$ cat config.mk
export PLATFORM = sky130hd
export DESIGN_NAME = gat_load_ctrl
export DESIGN_NICKNAME = d
export VERILOG_FILES = /design/src/rtl/gat_load_ctrl.sv
export SDC_FILE = /design/constraint.sdc
export NUM_CORES = 1
export LEC_CHECK = 0
export ABC_CLOCK_PERIOD_IN_PS = 4850
export BUFFER_PORTS_ARGS = -buffer_cell sky130_fd_sc_hd__buf_4
export CORE_MARGIN = 5
export CORE_UTILIZATION = 50
export DETAILED_ROUTE_END_ITERATION = 12
export PLACE_DENSITY_LB_ADDON = 0.1
export SLEW_MARGIN = 25
export SYNTH_ARGS = -nofsm -noshare
export SYNTH_HDL_FRONTEND = slang
export SYNTH_SLANG_ARGS = --single-unit
export TNS_END_PERCENT = 20
$ cat constraint.sdc
create_clock -name clk -period 4.85 [get_ports clk]
set_input_delay 0.7275 -clock clk [delete_from_list [all_inputs] [get_ports clk]]
set_output_delay 0.7275 -clock clk [all_outputs]
set_load 0.02 [all_outputs]
$ cat src/rtl/gat_load_ctrl.sv
// gat_load_ctrl: streams host words into four BRAMs in a fixed order
// (H data, node info, weights, subgraph), then waits for the accelerator's
// gat_ready level and signals completion with a one-cycle done pulse.
//
// Optional feature: define GAT_LOAD_CTRL_TIMEOUT_EN to add a watchdog in
// WAIT_GAT that raises timeout and finishes after TIMEOUT_CYCLES clocks.
//
// Ports:
//   clk, rst_n                 clock, async active-low reset
//   start                      launches a sequence (honoured in IDLE only)
//   cnt_*                      per-BRAM word counts, latched on start
//   s_data/s_valid/s_ready     host stream
//   bram_din/bram_addra/bram_wea  shared BRAM write port (byte address)
//   *_bram_ena                 per-BRAM enables, at most one high
//   *_load_done                per-phase completion levels
//   gat_ready                  accelerator compute-complete level
//   busy, done, timeout        sequence status
module gat_load_ctrl #(
  parameter int unsigned TOP_WIDTH      = 32,
  parameter int unsigned ADDR_W         = 19,
  parameter int unsigned TIMEOUT_CYCLES = 2**24
) (
  input  logic                 clk,
  input  logic                 rst_n,
  input  logic                 start,
  input  logic [ADDR_W-1:0]    cnt_h_data,
  input  logic [ADDR_W-1:0]    cnt_node_info,
  input  logic [ADDR_W-1:0]    cnt_wgt,
  input  logic [ADDR_W-1:0]    cnt_subgraph,
  input  logic [TOP_WIDTH-1:0] s_data,
  input  logic                 s_valid,
  output logic                 s_ready,
  output logic [TOP_WIDTH-1:0] bram_din,
  output logic [ADDR_W+1:0]    bram_addra,
  output logic                 h_data_bram_ena,
  output logic                 h_node_info_bram_ena,
  output logic                 wgt_bram_ena,
  output logic                 subgraph_bram_ena,
  output logic                 bram_wea,
  output logic                 h_data_bram_load_done,
  output logic                 h_node_info_bram_load_done,
  output logic                 wgt_bram_load_done,
  input  logic                 gat_ready,
  output logic                 busy,
  output logic                 done,
  output logic                 timeout
);

  typedef enum logic [2:0] {
    S_IDLE, S_LD_H, S_LD_NI, S_LD_WGT, S_LD_SG, S_WAIT_GAT, S_FIN
  } state_t;

  state_t                   state_q, state_d;
  logic [3:0][ADDR_W-1:0]   cnt_q, cnt_d;
  logic [ADDR_W-1:0]        idx_q, idx_d;
  logic [3:0]               en_q, en_d;
  logic [2:0]               ld_done_q, ld_done_d;
  logic [TOP_WIDTH-1:0]     din_d;
  logic [ADDR_W+1:0]        addr_d;
  logic                     wea_d, s_ready_d, busy_d, done_d, timeout_d;
  logic [1:0]               ph;
  logic [3:0]               ph_oh;
  logic [ADDR_W-1:0]        cur_cnt;

`ifdef GAT_LOAD_CTRL_TIMEOUT_EN
  localparam int unsigned WD_W = $clog2(TIMEOUT_CYCLES + 1);
  logic [WD_W-1:0] wd_q, wd_d;
`endif

  // Load phase that follows a given load state
  function automatic state_t phase_next(input state_t s);
    case (s)
      S_LD_H:   return S_LD_NI;
      S_LD_NI:  return S_LD_WGT;
      S_LD_WGT: return S_LD_SG;
      default:  return S_WAIT_GAT;
    endcase
  endfunction

  // Current phase index, its one-hot BRAM select and its latched count
  always_comb begin
    ph = 2'd0;
    case (state_q)
      S_LD_NI:  ph = 2'd1;
      S_LD_WGT: ph = 2'd2;
      S_LD_SG:  ph = 2'd3;
      default:  ph = 2'd0;
    endcase
    ph_oh   = 4'b0001 << ph;
    cur_cnt = cnt_q[ph];
  end

  // Next state and next values of every registered output
  always_comb begin
    state_d   = state_q;
    cnt_d     = cnt_q;
    idx_d     = idx_q;
    din_d     = bram_din;
    addr_d    = bram_addra;
    en_d      = 4'b0000;
    wea_d     = 1'b0;
    ld_done_d = ld_done_q;
    s_ready_d = 1'b0;
`ifdef GAT_LOAD_CTRL_TIMEOUT_EN
    timeout_d = timeout;
    wd_d      = '0;
`else
    timeout_d = 1'b0;
`endif

    case (state_q)
      S_IDLE: begin
        if (start) begin
          cnt_d     = {cnt_subgraph, cnt_wgt, cnt_node_info, cnt_h_data};
          idx_d     = '0;
          ld_done_d = 3'b000;
          timeout_d = 1'b0;
          state_d   = S_LD_H;
        end
      end
      S_LD_H, S_LD_NI, S_LD_WGT, S_LD_SG: begin
        if (cur_cnt == '0) begin
          // Empty phase: s_ready was held low here, just mark it complete
          ld_done_d = ld_done_q | ph_oh[2:0];
          state_d   = phase_next(state_q);
        end else if (s_valid && s_ready) begin
          din_d  = s_data;
          addr_d = {idx_q, 2'b00};
          en_d   = ph_oh;
          wea_d  = 1'b1;
          // idx+1 never exceeds the count, so no wrap at the top index
          if (idx_q + ADDR_W'(1) == cur_cnt) begin
            idx_d     = '0;
            ld_done_d = ld_done_q | ph_oh[2:0];
            state_d   = phase_next(state_q);
          end else begin
            idx_d = idx_q + ADDR_W'(1);
          end
        end
      end
      S_WAIT_GAT: begin
        if (gat_ready) begin
          state_d = S_FIN;
        end
`ifdef GAT_LOAD_CTRL_TIMEOUT_EN
        else if (wd_q == WD_W'(TIMEOUT_CYCLES - 1)) begin
          timeout_d = 1'b1;
          state_d   = S_FIN;
        end else begin
          wd_d = wd_q + WD_W'(1);
        end
`endif
      end
      S_FIN:   state_d = S_IDLE;
      default: state_d = S_IDLE;
    endcase

    // Ready is registered, so it is decoded from the state being entered
    case (state_d)
      S_LD_H:   s_ready_d = |cnt_d[0];
      S_LD_NI:  s_ready_d = |cnt_d[1];
      S_LD_WGT: s_ready_d = |cnt_d[2];
      S_LD_SG:  s_ready_d = |cnt_d[3];
      default:  s_ready_d = 1'b0;
    endcase
    busy_d = (state_d != S_IDLE);
    done_d = (state_d == S_FIN);
  end

  // State and output registers
  always_ff @(posedge clk or negedge rst_n) begin
    if (!rst_n) begin
      state_q    <= S_IDLE;
      cnt_q      <= '0;
      idx_q      <= '0;
      en_q       <= 4'b0000;
      ld_done_q  <= 3'b000;
      bram_din   <= '0;
      bram_addra <= '0;
      bram_wea   <= 1'b0;
      s_ready    <= 1'b0;
      busy       <= 1'b0;
      done       <= 1'b0;
      timeout    <= 1'b0;
`ifdef GAT_LOAD_CTRL_TIMEOUT_EN
      wd_q       <= '0;
`endif
    end else begin
      state_q    <= state_d;
      cnt_q      <= cnt_d;
      idx_q      <= idx_d;
      en_q       <= en_d;
      ld_done_q  <= ld_done_d;
      bram_din   <= din_d;
      bram_addra <= addr_d;
      bram_wea   <= wea_d;
      s_ready    <= s_ready_d;
      busy       <= busy_d;
      done       <= done_d;
      timeout    <= timeout_d;
`ifdef GAT_LOAD_CTRL_TIMEOUT_EN
      wd_q       <= wd_d;
`endif
    end
  end

  assign h_data_bram_ena            = en_q[0];
  assign h_node_info_bram_ena       = en_q[1];
  assign wgt_bram_ena               = en_q[2];
  assign subgraph_bram_ena          = en_q[3];
  assign h_data_bram_load_done      = ld_done_q[0];
  assign h_node_info_bram_load_done = ld_done_q[1];
  assign wgt_bram_load_done         = ld_done_q[2];

endmodule
==> impl_metrics.yaml <==
run_status:
  status: "complete, no violations"
timing:
  fin_setup_tns_ps: 0
  finClkSkew_ps: 9.70
  rsz0062_at_grt: "no"
  hold_viol_final: 0
  slew_headroom_pct: 43.6
  slew_viol_final: 0
  worst_slack_ps: 632
  finalCriticalPeriod_ps: 4220
  worst_pin_slew_ps: 846
  finalSetupViolations: 0
  period_share_pct: 87.0
  timing.fmax_ghz: 0.237
logic_synthesis:
  yosys_warnings: 0
  synth_edf_count: 0
  syn_inst: 827
  ys_ff_latch: 160
  async_flop_share_pct: 100
  synth_cell_type_count: 73
  synthFlopType: "dfrtp_1"
  syn_area_per_cell_um2: 10.0
  syn-cell-area_mm2: 0.00827
  synth-seq-area-share_pct: 48.4
die:
  coreArea_mm2: 0.0164
  fp.dieH_um: 139
  start_util_pct: 50.4
  num_rows: 47
  die_area_mm2: 0.0192
  die_width_um: 139
  ioPinCount: 178
critical_path:
  rrSetupSlack_ps: 630
  cp-start-kind: "register"
  slowest_stage: "or4_4"
  end_kind: "register"
  cpPeakStageDelay_ps: 560
  rr_startpoint: "idx_q[2]$_DFFE_PN0P_"
  crit_family: "simple AND/OR/NAND/NOR gates"
  path_max_fanout: 14
  required_ps: 5150
  worstPathArrival_ps: 4510
  setup.worst_path.class: "register to register"
  path_buf_inv: 0
  reg2reg_to: "busy$_DFF_PN0_"
  worstPathCellList: "nand3_1, or3_4, and4_4, or4b_1, or4_4, nor4_4, a21oi_1, mux2i_1, a211o_1, or3_1"
  r2r_cells: 10
routing:
  drc: 0
  wirelength_um: 23000
  drt-vias-per-instance: 5.65
  drtIter0Drc: 565
  drtPass1Iterations: 5
  post_drt_wl_per_cell_um: 18.9
  ant_nets: 0
  vias: 6854
place:
  port_buffers: 174
  gp_congestion: 0.977
  pre_cts_slack_ps: 681
  dp_hpwl_um: 17300
cells_and_area:
  antenna_cells: 0
  finish.net_count: 1095
  drive_gt1_share_pct: 32.2
  area_delta_synth_final_pct: 24.2
global_route:
  antenna_found_initial: 0
  grt_use_total_pct: 24.1
  grt_max_degree: 90
  grt_pass1_vias: 6689
  grt-ovfl-total: 0
  grt_first_pass_wirelength_um: 37100
cts:
  clk_latency_ps: 420
  cts_tree: "built"
  cts-root-buf: "clkbuf_16"
  cts_resized: 0
  cts_max_level: 4
  clk_pin_slew_ps: 60
  cts.sinks: 160
  cts_buffers: 17
  cts_buffer_depth: 2
  hold_buffers: 0
  post_cts_buffers: 0
flow_run:
  drv_cap: 0
power:
  cellPowerDensity_mw_per_mm2: 523
  power.leakage_uw: 0.00489
  peakVddDrop_v: 0.000385
min_path:
  hold_path.class: "primary input to asynchronous set/reset pin"
## cell usage after synthesis, types with 5 or more instances
cell,number,area [um2]
o21ai_0,42,210
nor2_1,24,90.1
buf_1,12,45.0
a22oi_1,7,52.6
nand2_1,180,676
o41ai_1,7,61.3
buf_4,5,37.5
buf_2,8,40.0
xnor2_1,13,114
a2bb2oi_1,11,96.3
mux2_2,78,878
or3_1,14,87.6
mux2i_1,22,220
nand2b_1,7,43.8
o31ai_1,6,45.0
and3_1,7,43.8
nor3_1,17,85.1
nand3_1,13,65.1
nor4_1,25,156
nand4_1,14,87.6
a21oi_1,17,85.1
o21a_1,6,45.0
clkbuf_1,31,116
dfrtp_1,160,4000
o2bb2ai_1,6,52.6
a211oi_1,7,52.6
inv_1,9,33.8
o2111ai_1,5,43.8
## cells in the final DEF (no fill, tap or decap), types with 4 or more instances in the layout
cell type and instances:
mux2_2 78, o2bb2ai_1 6, mux2i_1 22, o2111ai_1 5
a21o_1 4, nand3_1 13, o31ai_1 6, or3_1 13
nor2b_1 4, inv_1 9, a2bb2oi_1 11, o21a_1 6
a22oi_1 7, o21ai_0 42, nor3_1 17, nor2_1 24
nand4_1 14, a21oi_1 17, xnor2_1 13, nand2_1 180
o211a_1 4, xor2_1 4, or4_1 4, and3_1 6
o41ai_1 7, buf_4 189, or2_2 4, a211oi_1 7
nand2b_1 7, dfrtp_1 160, clkbuf_16 17, nor4_1 25
clkinv_2 6
## cell type report
class	count	area, um2
Inverter	10	37.5
Sequential cell	160	4000
Fill cell	1374	6130
Clock inverter	13	87.6
Clock buffer	19	443
Multi-Input combinational cell	601	3980
Timing Repair Buffer	191	1450
Tap cell	220	275
## cell families after synthesis
| group | after synthesis | share of synthesized area [%] |
|---|---|---|
| AND/OR/NAND/NOR | 332 | 19.6 |
| other | 1 | 0.0453 |
| adder cells (fa/ha/maj) | 1 | 0.151 |
| buffers and inverters | 68 | 3.62 |
| AO/OA/AOI/OAI | 145 | 12.5 |
| XOR/XNOR | 18 | 2.07 |
| flip-flops | 160 | 48.4 |
| multiplexers | 102 | 13.6 |
## layer usage
metal	wire, um	global-route usage, %	vias up
met5	0	0	-
met4	416	6.66	0
met3	1030	4.45	26
met2	11200	38.6	181
met1	10400	33.9	3348
li1	-	-	3299
## state kept, by name, summed over array words and instances, names as in the netlist, 3 cells and up
name and flops:
idx_q 19, cnt_q 76, ld_done_q 3, bram_addra 19, state_q 3, bram_din 32, en_q 4
## report_power, final
part / internal [uW] / switching (uW) / total, uW
logic: 924 / 1110 / 2030
registers: 1760 / 357 / 2120
clock network: 666 / 553 / 1220
## worst max-delay path by stage
stage | to | slack, ps | depth (start not counted) | startpoint
floorplan | s_ready$_DFF_PN0_ | 1170 | 12 | state_q[1]$_DFF_PN0_
CTS | busy$_DFF_PN0_ | 660 | 10 | idx_q[2]$_DFFE_PN0P_
global placement | s_ready$_DFF_PN0_ | 710 | 10 | idx_q[2]$_DFFE_PN0P_
detailed placement | s_ready$_DFF_PN0_ | 680 | 10 | idx_q[2]$_DFFE_PN0P_
global route | bram_din[11]$_DFFE_PN0P_ | 350 | 12 | state_q[0]$_DFF_PN0_
finish | busy$_DFF_PN0_ | 630 | 10 | idx_q[2]$_DFFE_PN0P_
## metrics by stage
step	hold WS (ps)	cells	utilization, %	area, um2	total power, uW
final	353	1214	62.6	10300	5370
after global routing	418	1214	62.6	10300	5680
after CTS	393	1214	62.6	10300	5380
after detailed placement	463	1182	59.4	9740	4150
after global placement	459	1182	59.4	9740	4120
after floorplan	432	829	-	8280	3440
No activity file was read; power rests on OpenSTA's default activity.
